<file path="src/rtl/cycle_sequencer_pkg.sv">
// Shared subcycle encodings and fetch-address geometry for the cycle sequencer,
// the address nibble mux and any downstream decode/bus blocks.
package cycle_pkg;

    localparam int unsigned StateW      = 3;
    localparam int unsigned NibbleW     = 4;
    localparam int unsigned NibbleCount = 3;
    localparam int unsigned PcMaxW      = NibbleW * NibbleCount;

    typedef logic [StateW-1:0]  subcycle_t;
    typedef logic [NibbleW-1:0] nibble_t;

    // Subcycles of one machine cycle: three address, two memory, three execute.
    localparam subcycle_t StA1 = 3'd0;
    localparam subcycle_t StA2 = 3'd1;
    localparam subcycle_t StA3 = 3'd2;
    localparam subcycle_t StM1 = 3'd3;
    localparam subcycle_t StM2 = 3'd4;
    localparam subcycle_t StX1 = 3'd5;
    localparam subcycle_t StX2 = 3'd6;
    localparam subcycle_t StX3 = 3'd7;

endpackage

</file>
<file path="src/rtl/cycle_sequencer_if.sv">
// Strobe, fetch-address and bus-status signals of the cycle sequencer.
// The slave side is the sequencer; the master side is the clock generator / host.
interface cycle_sequencer_if
    import cycle_pkg::*;
#(
    parameter int unsigned PC_W = 12
);

    logic            ph1_i;
    logic            ph2_i;
    logic [PC_W-1:0] pc_i;
    logic            halt_req_i;

    subcycle_t       state_o;
    logic            sync_o;
    nibble_t         addr_out_o;
    logic            addr_oe_o;
    logic            fetch_hi_o;
    logic            fetch_lo_o;
    logic            halted_o;

    modport master (
        output ph1_i, ph2_i, pc_i, halt_req_i,
        input  state_o, sync_o, addr_out_o, addr_oe_o, fetch_hi_o, fetch_lo_o, halted_o
    );

    modport slave (
        input  ph1_i, ph2_i, pc_i, halt_req_i,
        output state_o, sync_o, addr_out_o, addr_oe_o, fetch_hi_o, fetch_lo_o, halted_o
    );

endinterface

</file>
<file path="src/rtl/cycle_sequencer_addr_nibble_mux.sv">
// Picks the fetch-address nibble belonging to the current address subcycle.
// Nibbles lying beyond the configured address width read as zero.
module addr_nibble_mux
    import cycle_pkg::*;
#(
    parameter int unsigned PC_W = 12
) (
    input  logic [PcMaxW-1:0] pc_i,
    input  subcycle_t         state_i,
    output nibble_t           nibble_o
);

    // A1/A2/A3 select low/middle/high nibble; other subcycles yield zero.
    always_comb begin
        nibble_o = '0;
        case (state_i)
            StA1: nibble_o = pc_i[3:0];
            StA2: if (PC_W > 4) nibble_o = pc_i[7:4];
            StA3: if (PC_W > 8) nibble_o = pc_i[11:8];
            default: nibble_o = '0;
        endcase
    end

endmodule

</file>
<file path="src/rtl/cycle_sequencer.sv">
// Machine-cycle sequencer: steps through A1..X3 on PH2 strobes, drives the
// fetch address one nibble per A-subcycle on PH1 strobes, flags the opcode
// nibble fetches and can park at the X3 boundary on request.
module cycle_sequencer
    import cycle_pkg::*;
#(
    parameter int unsigned PC_W = 12
) (
    input  logic             clk_i,
    input  logic             rst_ni,
    cycle_sequencer_if.slave bus
);

    if ((PC_W == 0) || (PC_W > PcMaxW) || ((PC_W % NibbleW) != 0)) begin : g_pc_w_check
        $error("PC_W must be a nonzero multiple of 4 no larger than 12");
    end

    subcycle_t         state_q, state_d;
    logic              halted_q, halted_d;
    logic              sync_q, sync_d;
    logic [PcMaxW-1:0] pc_q, pc_d;
    nibble_t           addr_q, addr_d;
    logic              oe_q, oe_d;
    logic              fetch_hi_q, fetch_hi_d;
    logic              fetch_lo_q, fetch_lo_d;

    logic [PcMaxW-1:0] pc_ext;
    nibble_t           nibble;

    // Zero-extend the fetch address so unused upper nibbles drive 0.
    always_comb begin
        pc_ext            = '0;
        pc_ext[PC_W-1:0]  = bus.pc_i;
    end

    addr_nibble_mux #(
        .PC_W (PC_W)
    ) u_addr_nibble_mux (
        .pc_i     (pc_q),
        .state_i  (state_q),
        .nibble_o (nibble)
    );

    // Next state: PH2 wins over PH1; with neither strobe everything holds
    // except the one-clock fetch flags, which always self-clear.
    always_comb begin
        state_d    = state_q;
        halted_d   = halted_q;
        pc_d       = pc_q;
        addr_d     = addr_q;
        oe_d       = oe_q;
        fetch_hi_d = 1'b0;
        fetch_lo_d = 1'b0;
        if (bus.ph2_i) begin
            if (state_q == StX3) begin
                // Cycle boundary: park while a halt is requested, else start a new cycle.
                if (bus.halt_req_i) begin
                    halted_d = 1'b1;
                end else begin
                    halted_d = 1'b0;
                    state_d  = StA1;
                    pc_d     = pc_ext;
                end
            end else begin
                state_d    = state_q + 3'd1;
                fetch_hi_d = (state_q == StM1);
                fetch_lo_d = (state_q == StM2);
            end
        end else if (bus.ph1_i) begin
            case (state_q)
                StA1: begin
                    addr_d = nibble;
                    oe_d   = 1'b1;
                end
                StA2, StA3: addr_d = nibble;
                StM1:       oe_d   = 1'b0;
                default:    ;
            endcase
        end
        sync_d = (state_d == StX3) && !halted_d;
    end

    // State and output registers; reset parks at X3 ready for the first PH2.
    always_ff @(posedge clk_i or negedge rst_ni) begin
        if (!rst_ni) begin
            state_q    <= StX3;
            halted_q   <= 1'b0;
            sync_q     <= 1'b1;
            pc_q       <= '0;
            addr_q     <= '0;
            oe_q       <= 1'b0;
            fetch_hi_q <= 1'b0;
            fetch_lo_q <= 1'b0;
        end else begin
            state_q    <= state_d;
            halted_q   <= halted_d;
            sync_q     <= sync_d;
            pc_q       <= pc_d;
            addr_q     <= addr_d;
            oe_q       <= oe_d;
            fetch_hi_q <= fetch_hi_d;
            fetch_lo_q <= fetch_lo_d;
        end
    end

    assign bus.state_o    = state_q;
    assign bus.sync_o     = sync_q;
    assign bus.addr_out_o = addr_q;
    assign bus.addr_oe_o  = oe_q;
    assign bus.fetch_hi_o = fetch_hi_q;
    assign bus.fetch_lo_o = fetch_lo_q;
    assign bus.halted_o   = halted_q;

endmodule

</file>
<file path="src/flat_wrapper.sv">
// flat-port wrapper written by rule: the top's interface ports become plain ports
module cycle_sequencer_flat import cycle_pkg::*;
#(
    parameter int unsigned PC_W = 12
)
  (clk_i, rst_ni, bus_ph1_i, bus_ph2_i, bus_pc_i, bus_halt_req_i, bus_state_o, bus_sync_o, bus_addr_out_o, bus_addr_oe_o, bus_fetch_hi_o, bus_fetch_lo_o, bus_halted_o);
  cycle_sequencer_if #(.PC_W(PC_W)) bus_i ();
  input  logic clk_i;
  input  logic rst_ni;
  input wire logic [$bits(bus_i.ph1_i)-1:0] bus_ph1_i;
  input wire logic [$bits(bus_i.ph2_i)-1:0] bus_ph2_i;
  input wire logic [$bits(bus_i.pc_i)-1:0] bus_pc_i;
  input wire logic [$bits(bus_i.halt_req_i)-1:0] bus_halt_req_i;
  output wire logic [$bits(bus_i.state_o)-1:0] bus_state_o;
  output wire logic [$bits(bus_i.sync_o)-1:0] bus_sync_o;
  output wire logic [$bits(bus_i.addr_out_o)-1:0] bus_addr_out_o;
  output wire logic [$bits(bus_i.addr_oe_o)-1:0] bus_addr_oe_o;
  output wire logic [$bits(bus_i.fetch_hi_o)-1:0] bus_fetch_hi_o;
  output wire logic [$bits(bus_i.fetch_lo_o)-1:0] bus_fetch_lo_o;
  output wire logic [$bits(bus_i.halted_o)-1:0] bus_halted_o;
  assign bus_i.ph1_i = bus_ph1_i;
  assign bus_i.ph2_i = bus_ph2_i;
  assign bus_i.pc_i = bus_pc_i;
  assign bus_i.halt_req_i = bus_halt_req_i;
  assign bus_state_o = bus_i.state_o;
  assign bus_sync_o = bus_i.sync_o;
  assign bus_addr_out_o = bus_i.addr_out_o;
  assign bus_addr_oe_o = bus_i.addr_oe_o;
  assign bus_fetch_hi_o = bus_i.fetch_hi_o;
  assign bus_fetch_lo_o = bus_i.fetch_lo_o;
  assign bus_halted_o = bus_i.halted_o;
  cycle_sequencer #(.PC_W(PC_W)) u_core (.clk_i(clk_i), .rst_ni(rst_ni), .bus(bus_i));
endmodule
</file>
<file path="config.mk">
export PLATFORM = sky130hd
export DESIGN_NAME = cycle_sequencer_flat
export DESIGN_NICKNAME = d
export VERILOG_FILES = /design/src/rtl/cycle_sequencer_pkg.sv /design/src/rtl/cycle_sequencer_if.sv /design/src/rtl/cycle_sequencer_addr_nibble_mux.sv /design/src/rtl/cycle_sequencer.sv /design/src/flat_wrapper.sv
export SDC_FILE = /design/constraint.sdc
export NUM_CORES = 1
export LEC_CHECK = 0
export CAP_MARGIN = 40
export CORE_MARGIN = 2
export CORE_UTILIZATION = 47
export DETAILED_ROUTE_END_ITERATION = 10
export PLACE_DENSITY = 0.78
export SLEW_MARGIN = 20
export SYNTH_ARGS = -nofsm -noshare
export SYNTH_HDL_FRONTEND = slang
export SYNTH_SLANG_ARGS = --single-unit
</file>
<file path="constraint.sdc">
create_clock -name clk_i -period 2 [get_ports clk_i]
set_input_delay 0.2 -clock clk_i [delete_from_list [all_inputs] [get_ports clk_i]]
set_output_delay 0.2 -clock clk_i [all_outputs]
set_load 0.01 [all_outputs]
</file>
==> impl_metrics.xml, run 1 <==
<?xml version="1.0" encoding="UTF-8"?>
<metrics>
  <group name="logic_synthesis">
    <metric name="number_of_instances_in_the_synthesized_netlist" unit="">77</metric>
    <metric name="yosys.cell_types.count" unit="">23</metric>
    <metric name="synth_sequential_area_ratio" unit="">0.544</metric>
    <metric name="syn_area" unit="sq mm">0.00111</metric>
    <metric name="syn-mean-instance-area" unit="sq um">14.4</metric>
    <metric name="postSynthNetCount" unit="">100</metric>
    <metric name="synth_seq_cells" unit="">24</metric>
    <metric name="yosysWarnings" unit="">0</metric>
  </group>
  <group name="detailed_routing">
    <metric name="route.vias.total" unit="">710</metric>
    <metric name="route.detailed.wl_per_inst" unit="um">14.7</metric>
    <metric name="dr.first_iter.drc_count" unit="">22</metric>
    <metric name="detail_route.vias_per_cell" unit="">5.18</metric>
    <metric name="ant_nets" unit="">0</metric>
    <metric name="first_pass_iters" unit="">4</metric>
    <metric name="totalWireLength" unit="mm">2.01</metric>
    <metric name="drc_errors" unit="">0</metric>
  </group>
  <group name="sta">
    <metric name="finalCriticalPeriod" unit="ns">1.83</metric>
    <metric name="timing.max_slew.rel_slack" unit="">0.752</metric>
    <metric name="min_period_over_period" unit="">0.914</metric>
    <metric name="hold_violations" unit="">0</metric>
    <metric name="timing.fmax" unit="GHz">0.547</metric>
    <metric name="post_route_setup_tns" unit="ns">0</metric>
    <metric name="setup_violations" unit="">0</metric>
    <metric name="worst_max_slew_pin_slew" unit="ns">0.372</metric>
    <metric name="worst_clock_skew" unit="ns">0.00897</metric>
    <metric name="rsz_0062_raised_after_global_routing" unit="">false</metric>
    <metric name="finalMaxSlewViolations" unit="">0</metric>
    <metric name="setup_ws" unit="ns">0.172</metric>
  </group>
  <group name="global_route">
    <metric name="groute.usage.overall" unit="">0.176</metric>
    <metric name="grt_first_pass_wirelength" unit="mm">3.46</metric>
    <metric name="grt_start_max_net_pins" unit="">25</metric>
    <metric name="antenna_found_initial" unit="">0</metric>
    <metric name="gr-total-overflow" unit="">0</metric>
    <metric name="grt_pass1_vias" unit="">710</metric>
  </group>
  <group name="setup_path">
    <metric name="crit_family" unit="">flip-flops</metric>
    <metric name="critical_path_class" unit="">reg -&gt; reg</metric>
    <metric name="worstPathMaxFanout" unit="">12</metric>
    <metric name="worst_ep_required_time" unit="ns">2.20</metric>
    <metric name="crit_buf_inv" unit="">0</metric>
    <metric name="critical_path_cell_count" unit="">5</metric>
    <metric name="critPathLaunchType" unit="">register</metric>
    <metric name="setup.reg_to_reg.worst_slack" unit="ns">0.17</metric>
    <metric name="worst_path_max_delay_cell" unit="">sky130_fd_sc_hd__dfstp_2</metric>
    <metric name="regToRegStartpoint" unit="">u_core.bus.state_o[0]</metric>
    <metric name="critical-path-max-stage-delay" unit="ns">0.60</metric>
    <metric name="crit_arrival" unit="ns">2.03</metric>
    <metric name="crit_path_end_kind" unit="">register</metric>
    <metric name="cp_common_cell" unit="">sky130_fd_sc_hd__ha_1</metric>
    <metric name="reg2regPathDepth" unit="">5</metric>
    <metric name="cp_cell_sequence" unit="">ha_1, ha_1, nand2_1, or2_4, mux2_4</metric>
    <metric name="critical_path.reg2reg.endpoint" unit="">u_core.pc_q[8]</metric>
  </group>
  <group name="die">
    <metric name="placeableCoreArea" unit="sq mm">0.00223</metric>
    <metric name="die_area" unit="sq mm">0.00277</metric>
    <metric name="start_util" unit="">0.498</metric>
    <metric name="die_height" unit="um">52.7</metric>
    <metric name="io_pins" unit="">29</metric>
    <metric name="core.rowCount" unit="">17</metric>
    <metric name="overall_die_width" unit="um">52.7</metric>
  </group>
  <group name="run">
    <metric name="cap_viol_max_count" unit="">0</metric>
  </group>
  <group name="final_layout">
    <metric name="nets_final" unit="">133</metric>
    <metric name="final-seq-area" unit="sq um">606</metric>
    <metric name="drive_above_1_share" unit="">0.229</metric>
    <metric name="layout.cells.most_common_list" unit="">28 x sky130_fd_sc_hd__clkdlybuf4s50_1, 20 x sky130_fd_sc_hd__dfrtp_1, 10 x sky130_fd_sc_hd__inv_1, 10 x sky130_fd_sc_hd__mux2_4, 6 x sky130_fd_sc_hd__ha_1</metric>
    <metric name="diodes" unit="">0</metric>
    <metric name="final_cell_area" unit="sq mm">0.00148</metric>
    <metric name="final_common_cell" unit="">sky130_fd_sc_hd__clkdlybuf4s50_1</metric>
    <metric name="syn_to_final_growth" unit="%">32.7</metric>
    <metric name="multi_input_comb_area" unit="sq um">458</metric>
    <metric name="nFillCells" unit="">172</metric>
  </group>
  <group name="placed_design">
    <metric name="gp_congestion" unit="">0.740</metric>
    <metric name="dp_worst_setup_slack" unit="ns">0.194</metric>
    <metric name="place.detailed.hpwl" unit="mm">1.56</metric>
    <metric name="placedInstanceArea" unit="sq mm">0.00142</metric>
    <metric name="port_buffers" unit="">28</metric>
  </group>
  <group name="clocking">
    <metric name="clock_insertion_delay_worst_skew" unit="ns">0.31</metric>
    <metric name="cts_resized" unit="">0</metric>
    <metric name="cts-htree-levels" unit="">1</metric>
    <metric name="clock_sink_count" unit="">24</metric>
    <metric name="clock-root-buffer" unit="">sky130_fd_sc_hd__clkbuf_4</metric>
    <metric name="path_clk_slew" unit="ns">0.13</metric>
    <metric name="post_cts_buffers" unit="">0</metric>
    <metric name="clockBufferDepth" unit="">2</metric>
    <metric name="cts.hold.buffers_added" unit="">0</metric>
    <metric name="cts_made_buffers" unit="">3</metric>
    <metric name="cts_tree" unit="">done</metric>
  </group>
  <group name="pwr">
    <metric name="p_total" unit="W">0.00189</metric>
    <metric name="power_leakage" unit="nW">0.702</metric>
    <metric name="peakVddDrop" unit="V">0.000950</metric>
    <metric name="power.density_cell_area" unit="mW/mm^2">1280</metric>
  </group>
  <group name="worst_hold_path">
    <metric name="hp-class" unit="">in -&gt; async</metric>
  </group>
  <group name="outcome">
    <metric name="status" unit="">finished clean</metric>
  </group>
</metrics>
==> layer usage <==
layer,GRT usage,part of all wire,up-vias
li1,-,-,336
met1,0.256,0.46,351
met2,0.258,0.49,21
met3,0.0257,0.041,2
met4,0.0769,0.0080,0
met5,0,0,-
==> sequential cells by signal (all words and copies together), names as in the netlist <==
name,cells
u_core.bus.state_o,3
u_core.bus.addr_oe_o,1
u_core.bus.sync_o,1
u_core.bus.fetch_hi_o,1
u_core.bus.fetch_lo_o,1
u_core.bus.halted_o,1
u_core.bus.addr_out_o,4
u_core.pc_q,12
==> synthesized netlist by cell type <==
library cell                 n  area (sq um)
sky130_fd_sc_hd__a21oi_1     1          5.00
sky130_fd_sc_hd__a21bo_2     1          10.0
sky130_fd_sc_hd__mux2_4     10           150
sky130_fd_sc_hd__nand2_1     1          3.75
sky130_fd_sc_hd__dfstp_2     4           105
sky130_fd_sc_hd__nor4b_2     1          15.0
sky130_fd_sc_hd__a2bb2oi_1   1          8.76
sky130_fd_sc_hd__inv_1      10          37.5
sky130_fd_sc_hd__and2_1      1          6.26
sky130_fd_sc_hd__or2_4       1          8.76
sky130_fd_sc_hd__a22o_1      1          8.76
sky130_fd_sc_hd__or2b_1      1          7.51
sky130_fd_sc_hd__nor3b_1     1          7.51
sky130_fd_sc_hd__o31a_1      1          8.76
sky130_fd_sc_hd__ha_1        6          75.1
sky130_fd_sc_hd__dfrtp_1    20           500
sky130_fd_sc_hd__nor2b_1     1          6.26
sky130_fd_sc_hd__buf_6       1          11.3
sky130_fd_sc_hd__a31oi_1     1          6.26
sky130_fd_sc_hd__mux2_2      3          33.8
sky130_fd_sc_hd__and3_1      1          6.26
sky130_fd_sc_hd__mux2i_1     5          50.1
sky130_fd_sc_hd__a222oi_1    4          40.0
==> cells by family after synthesis <==
family / Yosys count / share of synthesized area
compound gates: 10 / 0.0787
flops: 24 / 0.544
simple gates: 8 / 0.0551
fa+ha+maj: 6 / 0.0675
buf+inv: 11 / 0.0439
mux: 18 / 0.210
==> worst reg2reg max path, stage by stage (launching register included) <==
cell and delay [ns]:
sky130_fd_sc_hd__dfstp_2 0.60, sky130_fd_sc_hd__ha_1 0.18, sky130_fd_sc_hd__ha_1 0.21, sky130_fd_sc_hd__nand2_1 0.10, sky130_fd_sc_hd__or2_4 0.33, sky130_fd_sc_hd__mux2_4 0.32
==> how the worst max path moves through the flow <==
stage                          startpoint               to  slack (ns)
CTS                 u_core.bus.state_o[0]   u_core.pc_q[8]        0.17
global route        u_core.bus.state_o[0]   u_core.pc_q[8]        0.08
finish              u_core.bus.state_o[0]   u_core.pc_q[8]        0.17
detailed placement  u_core.bus.state_o[0]   u_core.pc_q[9]        0.19
floorplan           u_core.bus.state_o[0]  u_core.pc_q[10]        0.18
global placement    u_core.bus.state_o[0]   u_core.pc_q[3]        0.23
==> power breakdown <==
part           switching [W]  internal, W
logic               0.000286     0.000443
registers           0.000123     0.000691
clock network       0.000141     0.000202
total               0.000550      0.00134
==> through the flow <==
step / cells / util / hold slack, ns
final: 137 / 0.661 / 0.223
after global routing: 137 / 0.661 / 0.238
after detailed placement: 133 / 0.638 / 0.500
after CTS: 137 / 0.661 / 0.224
after global placement: 133 / 0.638 / 0.498
after floorplan: 77 / - / -0.0956
==> layout make-up <==
class	count	area share
sequential	24	0.410
tap	28	0.0237
clock buffer	3	0.0153
clock inverter	1	0.0203
timing repair buffer	29	0.195
inverter	10	0.0254
multi-input combinational	42	0.310
Note: power is estimated with default switching activity, not from simulation.
==> run 2, diff against run 1 <==
--- a/config.mk
+++ b/config.mk
@@ -7,9 +7,10 @@
 export LEC_CHECK = 0
 export CAP_MARGIN = 40
 export CORE_MARGIN = 2
-export CORE_UTILIZATION = 47
+export CORE_UTILIZATION = 49
+export CTS_BUF_LIST = sky130_fd_sc_hd__clkbuf_8
 export DETAILED_ROUTE_END_ITERATION = 10
-export PLACE_DENSITY = 0.78
+export PLACE_DENSITY = 0.8
 export SLEW_MARGIN = 20
 export SYNTH_ARGS = -nofsm -noshare
 export SYNTH_HDL_FRONTEND = slang
==> impl_metrics.xml, run 2 (synthesis results as in run 1) <==
<?xml version="1.0" encoding="UTF-8"?>
<metrics>
  <group name="setup_path">
    <metric name="critical_path.reg2reg.endpoint" unit="">u_core.pc_q[6]</metric>
    <metric name="reg2regPathDepth" unit="">5</metric>
    <metric name="cp_cell_sequence" unit="">ha_1, ha_1, nand2_1, or2_4, mux2_4</metric>
    <metric name="cp_common_cell" unit="">sky130_fd_sc_hd__ha_1</metric>
    <metric name="regToRegStartpoint" unit="">u_core.bus.state_o[0]</metric>
    <metric name="crit_arrival" unit="ns">2.01</metric>
    <metric name="crit_buf_inv" unit="">0</metric>
    <metric name="cp-startpoint" unit="">u_core.bus.state_o[0]</metric>
    <metric name="critical_path_class" unit="">reg -&gt; reg</metric>
    <metric name="worst_ep_required_time" unit="ns">2.15</metric>
    <metric name="setup.reg_to_reg.worst_slack" unit="ns">0.14</metric>
    <metric name="crit_family" unit="">flip-flops</metric>
    <metric name="worstPathMaxFanout" unit="">12</metric>
    <metric name="worst_path_max_delay_cell" unit="">sky130_fd_sc_hd__dfstp_2</metric>
    <metric name="critPathLaunchType" unit="">register</metric>
    <metric name="crit_path_end_kind" unit="">register</metric>
    <metric name="critical-path-max-stage-delay" unit="ns">0.59</metric>
  </group>
  <group name="final_layout">
    <metric name="final_cells" unit="">137</metric>
    <metric name="max_ffs_per_register" unit="">12</metric>
    <metric name="drive_above_1_share" unit="">0.220</metric>
    <metric name="final_core_util" unit="">0.677</metric>
    <metric name="final_common_cell" unit="">sky130_fd_sc_hd__clkdlybuf4s50_1</metric>
    <metric name="final-seq-area" unit="sq um">606</metric>
    <metric name="multi_input_comb_area" unit="sq um">458</metric>
    <metric name="register_bank_with_the_most_flops" unit="">u_core.pc_q</metric>
    <metric name="syn_to_final_growth" unit="%">32.1</metric>
    <metric name="nets_final" unit="">133</metric>
    <metric name="layout.cells.most_common_list" unit="">28 x sky130_fd_sc_hd__clkdlybuf4s50_1, 20 x sky130_fd_sc_hd__dfrtp_1, 11 x sky130_fd_sc_hd__inv_1</metric>
    <metric name="nFillCells" unit="">162</metric>
    <metric name="diodes" unit="">0</metric>
  </group>
  <group name="clocking">
    <metric name="cts_made_buffers" unit="">3</metric>
    <metric name="path_clk_slew" unit="ns">0.08</metric>
    <metric name="cts-htree-levels" unit="">1</metric>
    <metric name="clockBufferDepth" unit="">2</metric>
    <metric name="cts_resized" unit="">0</metric>
    <metric name="post_cts_buffers" unit="">0</metric>
    <metric name="clock_insertion_delay_worst_skew" unit="ns">0.26</metric>
    <metric name="cts.hold.buffers_added" unit="">0</metric>
    <metric name="cts_tree" unit="">done</metric>
    <metric name="clock-root-buffer" unit="">sky130_fd_sc_hd__clkbuf_8</metric>
    <metric name="clock_sink_count" unit="">24</metric>
  </group>
  <group name="sta">
    <metric name="worst_max_slew_pin_slew" unit="ns">0.326</metric>
    <metric name="hold_violations" unit="">0</metric>
    <metric name="finalMaxSlewViolations" unit="">0</metric>
    <metric name="rsz_0062_raised_after_global_routing" unit="">false</metric>
    <metric name="worst_clock_skew" unit="ns">0.00308</metric>
    <metric name="finalCriticalPeriod" unit="ns">1.86</metric>
    <metric name="min_period_over_period" unit="">0.932</metric>
    <metric name="timing.max_slew.rel_slack" unit="">0.782</metric>
    <metric name="post_route_setup_tns" unit="ns">0</metric>
    <metric name="setup_violations" unit="">0</metric>
    <metric name="timing.fmax" unit="GHz">0.537</metric>
    <metric name="setup_ws" unit="ns">0.136</metric>
    <metric name="hold_ws" unit="ns">0.303</metric>
  </group>
  <group name="die">
    <metric name="die_area" unit="sq mm">0.00267</metric>
    <metric name="core.rowCount" unit="">17</metric>
    <metric name="placeableCoreArea" unit="sq mm">0.00217</metric>
    <metric name="overall_die_width" unit="um">51.6</metric>
    <metric name="start_util" unit="">0.513</metric>
    <metric name="die_height" unit="um">51.6</metric>
    <metric name="io_pins" unit="">29</metric>
  </group>
  <group name="pwr">
    <metric name="power.density_cell_area" unit="mW/mm^2">1250</metric>
    <metric name="switching_share" unit="">0.307</metric>
    <metric name="p_int" unit="W">0.00128</metric>
    <metric name="p_sw" unit="W">0.000566</metric>
    <metric name="combinationalPowerShare" unit="">0.403</metric>
    <metric name="power_leakage" unit="nW">0.701</metric>
    <metric name="peakVddDrop" unit="V">0.000863</metric>
    <metric name="clkPwrFrac" unit="">0.152</metric>
    <metric name="sequential_power_share" unit="">0.445</metric>
  </group>
  <group name="detailed_routing">
    <metric name="route.detailed.wl_per_inst" unit="um">16.6</metric>
    <metric name="dr.first_iter.drc_count" unit="">29</metric>
    <metric name="detail_route.vias_per_cell" unit="">5.35</metric>
    <metric name="first_pass_iters" unit="">5</metric>
    <metric name="ant_nets" unit="">0</metric>
    <metric name="route.vias.total" unit="">733</metric>
    <metric name="totalWireLength" unit="mm">2.28</metric>
    <metric name="drc_errors" unit="">0</metric>
  </group>
  <group name="placed_design">
    <metric name="port_buffers" unit="">28</metric>
    <metric name="dp_worst_setup_slack" unit="ns">0.148</metric>
    <metric name="placed_cells_incl_taps" unit="">133</metric>
    <metric name="place.detailed.hpwl" unit="mm">1.68</metric>
    <metric name="gp_congestion" unit="">0.768</metric>
  </group>
  <group name="global_route">
    <metric name="gr-total-overflow" unit="">0</metric>
    <metric name="groute.usage.overall" unit="">0.193</metric>
    <metric name="grt_pass1_vias" unit="">740</metric>
    <metric name="antenna_found_initial" unit="">0</metric>
    <metric name="grt_first_pass_wirelength" unit="mm">3.67</metric>
    <metric name="grt_start_max_net_pins" unit="">25</metric>
  </group>
  <group name="worst_hold_path">
    <metric name="hp-class" unit="">in -&gt; async</metric>
  </group>
  <group name="outcome">
    <metric name="status" unit="">finished clean</metric>
  </group>
  <group name="run">
    <metric name="cap_viol_max_count" unit="">0</metric>
  </group>
</metrics>
run 2: cell types whose count changed in the layout (fill, tap and decap cells not counted):
cell                        previous run  this run
sky130_fd_sc_hd__clkbuf_4              3         0
sky130_fd_sc_hd__bufinv_16             1         0
sky130_fd_sc_hd__clkbuf_8              0         3
sky130_fd_sc_hd__inv_1                10        11
run 2: power groups by stage:
stage | logic [W] | clock network [W] | registers, W
6_report | 0.000742 | 0.000280 | 0.000819
4_1_cts | 0.000749 | 0.000285 | 0.000816
3_3_place_gp | 0.000716 | 0 | 0.000813
2_1_floorplan | 0.000388 | 0 | 0.000840
3_5_place_dp | 0.000744 | 0 | 0.000822
5_1_grt | 0.000801 | 0.000307 | 0.000841
run 2: stage by stage:
step	total power, W	cell area, sq um
finish	0.00184	1470
global route	0.00195	1470
CTS	0.00185	1470
detailed placement	0.00157	1420
global placement	0.00153	1420
floorplan	0.00123	1110
run 2: final cells by class:
cell class | count | area share
Timing Repair Buffer | 29 | 0.196
Clock inverter | 1 | 0.00256
Inverter | 10 | 0.0256
Sequential cell | 24 | 0.412
Clock buffer | 3 | 0.0281
Multi-Input combinational cell | 42 | 0.312
Tap cell | 28 | 0.0239
run 2: how the worst max path moves through the flow:
stage                                 end  depth (start not counted)
final                      u_core.pc_q[6]                          5
after global routing       u_core.pc_q[7]                          5
after global placement     u_core.pc_q[6]                          5
after floorplan           u_core.pc_q[10]                          6
after CTS                  u_core.pc_q[6]                          5
after detailed placement   u_core.pc_q[7]                          5
run 2: metal layers:
metal	vias to the layer above	share of wire	wire (um)	track usage
li1	338	-	-	-
met1	372	0.44	1010	0.244
met4	0	0.0048	11	0.0658
met3	2	0.065	148	0.0546
met2	21	0.49	1110	0.316
met5	-	0	0	0
==> edit 1: new RTL, config.mk and constraints of run 2 <==
Set the package constant `StateW` to 5 (it was 3).
--- a/src/rtl/cycle_sequencer_pkg.sv
+++ b/src/rtl/cycle_sequencer_pkg.sv
@@ -3,5 +3,5 @@
 package cycle_pkg;
 
-    localparam int unsigned StateW      = 3;
+    localparam int unsigned StateW      = 5;
     localparam int unsigned NibbleW     = 4;
     localparam int unsigned NibbleCount = 3;
Ports: changed (resized bus_state_o); port bits go from 29 to 31. No check against the original RTL was run, so the function may have changed too.
==> edit 1 against run 2 <==
Utilization increased by 1.7 points; area after synthesis up 11%; global-route usage grew 1.0 points; sequential cell count increased by 2; final area increased by 15%; setup slack worse by 0.079 ns; final cell count up 20%; hold slack lost 0.019 ns; power grew 26%; via count grew 28%; wire length grew 22%; synthesized cell count rose by 25%; largest power group is now combinational cells; highest routed layer unchanged.
==> edit 1: results (changes against run 2) <==
Outcome
  • Status: finished, final reports clean (unchanged)

Synthesis
  • Synth area leaders: sky130_fd_sc_hd__dfrtp_1 (45%), sky130_fd_sc_hd__mux2_2 (12%), sky130_fd_sc_hd__dfstp_2 (8.5%) (was sky130_fd_sc_hd__dfrtp_1 (45%), sky130_fd_sc_hd__mux2_4 (13%), sky130_fd_sc_hd__dfstp_2 (9.4%))
  • Area fraction in compound gates after synthesis: 9.36% (was 7.87%)
  • Adder-Cell Fraction of Synth Area: 4.07% (was 6.75%)
  • Count of cell types in the netlist: 30 (was 23)
  • Share of the yosys chip area belonging to registers: 53.3% (was 54.4%)
  • Fraction of synthesized cell area in xor and xnor cells: 0.712% (was 0%)

Timing
  • Worst-case clock skew: 0.00447 ns (was 0.00308 ns)
  • Worst Tran Pin Value: 0.500 ns (was 0.326 ns)

Cells and area
  • Total number of nets in the final design: 157 (was 133)
  • Fraction of final layout cells with drive strength greater than 1: 29.6% (was 22.0%)

Routing
  • Sum of routed wire segments on met1: 1.18 mm (was 1.01 mm)
  • Count of TritonRoute iterations in the first routing pass: 6 (was 5)
  • Vias post-DR: 936 (was 733)
  • Wirelength per Cell: 16.9 um (was 16.6 um)
  • Count of routing violations after the opening detailed-route iteration: 40 (was 29)
  • Routed wire length on met2: 1.44 mm (was 1.11 mm)

Critical path
  • Biggest fanout along the worst timing path: 6 (was 12)
  • Signal arrival time at the worst endpoint: 2.12 ns (was 2.01 ns)
  • Cell family contributing the most delay on the critical path: simple AND/OR/NAND/NOR gates (was flip-flops)

Global route
  • Wire length of the first global-routing pass: 4.07 mm (was 3.67 mm)
  • Met1 Use GR: 25.5% (was 24.4%)
  • All-Layer GR Usage: 20.3% (was 19.3%)
  • Met2 Resource Use GR: 33.7% (was 31.6%)
  • Vias in the first global route: 893 (was 740)
  • Maximum number of pins on one net before global-route repair: 27 (was 25)

Place
  • Post-placement worst setup slack: 0.0283 ns (was 0.148 ns)
  • Routability-driven placement congestion ratio: 0.884 (was 0.768)
  • Standard cell area after detailed placement: 0.00159 mm2 (was 0.00142 mm2)
  • DP Wirelength: 1.85 mm (was 1.68 mm)

Power
  • Leakage: 0.740 nW (was 0.701 nW)
-- edit 1: cell types whose count changed in the layout (fill, tap and decap cells not counted), moves of 5 or more --
cell	change
sky130_fd_sc_hd__mux2_2	+10
sky130_fd_sc_hd__inv_1	-8
sky130_fd_sc_hd__buf_4	+7
sky130_fd_sc_hd__mux2_4	-6
sky130_fd_sc_hd__nand2_1	+6
sky130_fd_sc_hd__mux2i_1	-5
sky130_fd_sc_hd__nor2_1	+5
-- edit 1: power breakdown --
part / switching (W) / internal (W) / total (W)
Sequential: 0.000151 / 0.000757 / 0.000908
Combinational: 0.000440 / 0.000544 / 0.000984
Clock: 0.000167 / 0.000268 / 0.000435
Total: 0.000759 / 0.00157 / 0.00233
-- edit 1: layout make-up --
type	count	area, um2	share of cell area (%)
clock inverter	1	30.0	1.78
sequential	26	656	38.8
timing repair buffer	38	360	21.3
multi-input combinational	64	553	32.7
tap	30	37.5	2.22
inverter	3	11.3	0.667
clock buffer	3	41.3	2.44
-- edit 1: final timing paths --
kind | cells after the start | slack (ns) | start | endpoint
setup / recovery | 5 | 0.06 | u_core.bus.state_o[0] | u_core.bus.sync_o
hold / removal | 2 | 0.28 | rst_ni | u_core.bus.halted_o
setup reg to reg | 5 | 0.06 | u_core.bus.state_o[0] | u_core.bus.sync_o
hold reg to reg | 1 | 0.52 | u_core.pc_q[9] | u_core.pc_q[9]
max in group asynchronous | 2 | 1.41 | rst_ni | u_core.bus.state_o[0]
min in group clk_i | 1 | 0.52 | u_core.pc_q[9] | u_core.pc_q[9]
-- edit 1: worst register-to-register path, delay by kind of cell (launching register included) --
kind | cells | cell delay, ns
simple gates | 2 | 0.84
fa+ha+maj | 1 | 0.19
compound gates | 2 | 0.23
flops | 1 | 0.60
==> edit 2: new RTL, flow settings as in run 2 <==
Without the edit above. `pc_q` no longer has a reset.
--- a/src/rtl/cycle_sequencer.sv
+++ b/src/rtl/cycle_sequencer.sv
@@ -87,5 +87,4 @@
             halted_q   <= 1'b0;
             sync_q     <= 1'b1;
-            pc_q       <= '0;
             addr_q     <= '0;
             oe_q       <= 1'b0;
@@ -96,5 +95,4 @@
             halted_q   <= halted_d;
             sync_q     <= sync_d;
-            pc_q       <= pc_d;
             addr_q     <= addr_d;
             oe_q       <= oe_d;
@@ -102,4 +100,8 @@
             fetch_lo_q <= fetch_lo_d;
         end
+    end
+
+    always_ff @(posedge clk_i) begin
+        pc_q <= pc_d;
     end
 
Formal check against the unedited RTL: no difference found for any inputs over 10 cycles, from zero or initial values and one cycle with rst_ni low; that may be too few to reach the edited logic, so the function may still have changed.
==> edit 2 against run 2 <==
Power is 3.4% lower; sequential power down 12%; via count is 14% lower; area after synthesis decreased by 9.6%; final area is 4.8% lower; sequential cell count unchanged; final cell count fell by 9.5%; setup slack better by 0.082 ns; wire length shrank 11%.
==> edit 2: results (changes against run 2) <==
Cells and area
  • Count of non-filler cells in the finished layout: 124 (was 137)
  • Total number of nets in the final design: 121 (was 133)
  • Filler Cells Inserted: 146 (was 162)
  • Number of inserted diodes: 0 (unchanged)
  • Fraction of final layout cells with drive strength greater than 1: 15.5% (was 22.0%)

Global route
  • GR met3 Demand/Resource: 2.76% (was 5.46%)
  • Met2 Resource Use GR: 30.9% (was 31.6%)
  • Initial antenna violation count: 0 (unchanged)
  • Met1 Use GR: 24.6% (was 24.4%)
  • All-Layer GR Usage: 18.4% (was 19.3%)
  • Wire length of the first global-routing pass: 3.30 mm (was 3.67 mm)
  • Vias in the first global route: 659 (was 740)
  • Maximum number of pins on one net before global-route repair: 15 (was 25)

Synthesis
  • Average instance area after synthesis: 15.7 um2 (was 14.4 um2)
  • Count of cell types in the netlist: 22 (was 23)
  • Ys async rst share: 50.0% (was 100%)
  • Post-synthesis net count: 87 (was 100)
  • Synth area leaders: sky130_fd_sc_hd__edfxtp_1 (36%), sky130_fd_sc_hd__dfrtp_1 (20%), sky130_fd_sc_hd__dfstp_2 (10%) (was sky130_fd_sc_hd__dfrtp_1 (45%), sky130_fd_sc_hd__mux2_4 (13%), sky130_fd_sc_hd__dfstp_2 (9.4%))
  • Share of the yosys chip area belonging to registers: 66.2% (was 54.4%)
  • Leading post-synthesis cells by instance count: sky130_fd_sc_hd__edfxtp_1 (12), sky130_fd_sc_hd__inv_1 (10), sky130_fd_sc_hd__dfrtp_1 (8) (was sky130_fd_sc_hd__dfrtp_1 (20), sky130_fd_sc_hd__inv_1 (10), sky130_fd_sc_hd__mux2_4 (10))
  • Count of synthesis-stage warnings from yosys: 0 (unchanged)
  • EDFF count, synth: 12 (was 0)

Critical path
  • Biggest fanout along the worst timing path: 5 (was 12)
  • Delay of the slowest cell on the worst path: 0.59 ns (about the same)
  • Signal arrival time at the worst endpoint: 1.96 ns (was 2.01 ns)
  • CP max stage cell: sky130_fd_sc_hd__dfstp_2 (unchanged)

Timing
  • Worst Tran Pin Value: 0.519 ns (was 0.326 ns)
  • Worst-case clock skew: 0.00587 ns (was 0.00308 ns)

Routing
  • Count of routing violations after the opening detailed-route iteration: 25 (was 29)
  • Wirelength per Cell: 16.4 um (was 16.6 um)
  • Mean number of vias per cell: 5.06 (was 5.35)

Power
  • Worst IR Drop VDD: 0.785 mV (was 0.863 mV)
  • Leakage: 0.576 nW (was 0.701 nW)

Worst hold path
  • Worst min-delay path class: in2async (unchanged)

Outcome
  • Status: finished, final reports clean (unchanged)

CTS
  • Resize count post-CTS: 0 (unchanged)
  • Clock-pin transition on the worst setup and hold timing paths: 0.09 ns
  • Clk_lat worst skew: 0.27 ns
  • Root buffer selected by CTS: sky130_fd_sc_hd__clkbuf_8 (unchanged)

Place
  • Post-placement worst setup slack: 0.242 ns (was 0.148 ns)
  • Routability-driven placement congestion ratio: 0.741 (was 0.768)
  • DP Wirelength: 1.51 mm (was 1.68 mm)
  • Standard cell area after detailed placement: 0.00133 mm2 (was 0.00142 mm2)
## edit 2: cell types whose count changed after synthesis, moves of 3 or more
cell | before | now
sky130_fd_sc_hd__mux2_4 | 10 | 1
sky130_fd_sc_hd__edfxtp_1 | 0 | 12
sky130_fd_sc_hd__mux2_2 | 3 | 0
sky130_fd_sc_hd__dfrtp_1 | 20 | 8
## edit 2: layout make-up
type / count / area (um2) / area share (%)
Sequential cell: 24 / 666 / 47.6
Multi-Input combinational cell: 30 / 303 / 21.6
Timing Repair Buffer: 29 / 288 / 20.6
Clock buffer: 3 / 41.3 / 2.95
Inverter: 10 / 37.5 / 2.68
Tap cell: 27 / 33.8 / 2.42
Clock inverter: 1 / 30.0 / 2.15
## edit 2: cells by family (layout without fill, tap and decap cells)
kind of cell / after synthesis / count (layout) / synth area share [%]
AO/OA/AOI/OAI: 10 / 10 / 9.45
flip-flops: 24 / 24 / 66.2
buffers and inverters: 10 / 43 / 3.73
AND/OR/NAND/NOR: 8 / 8 / 6.72
adder cells (fa/ha/maj): 6 / 6 / 7.46
multiplexers: 6 / 6 / 6.47
## edit 2: per-layer routing
layer	share of wire, %	up-vias	wire (um)
met4	0.20	0	4
met5	0	-	0
met3	3.3	2	67
met2	54	19	1090
li1	-	301	-
met1	43	305	872
## edit 2: worst paths after layout
path | slack, ns | endpoint | start | depth (start not counted)
min in group clk_i | 0.48 | u_core.pc_q[9] | bus_pc_i[9] | 1
min | 0.27 | u_core.bus.addr_out_o[1] | rst_ni | 1
min reg2reg | 0.52 | u_core.bus.addr_out_o[0] | u_core.bus.addr_out_o[0] | 2
max | 0.22 | u_core.bus.sync_o | u_core.bus.state_o[0] | 5
max reg2reg | 0.22 | u_core.bus.sync_o | u_core.bus.state_o[0] | 5
max in group asynchronous | 1.36 | u_core.bus.state_o[2] | rst_ni | 1
## edit 2: stage by stage
stage,total power (W),util (%)
after floorplan,0.00105,-
after global placement,0.00133,68.4
after detailed placement,0.00135,68.4
after CTS,0.00178,72.0
after global routing,0.00186,72.0
final,0.00178,72.0
## edit 2: worst max-delay path, delay by kind of cell, from the launching register on
family / cells / cell delay [ns]
and+or+nand+nor: 2 / 0.35
muxes: 1 / 0.34
adders and majority gates: 2 / 0.42
DFF: 1 / 0.59
## edit 2: where the power goes
part           total [W]  leakage (nW)  switching [W]  internal (W)
registers       0.000722         0.250      0.0000785      0.000643
logic           0.000634         0.291       0.000284      0.000351
clock network   0.000422        0.0357       0.000155      0.000267
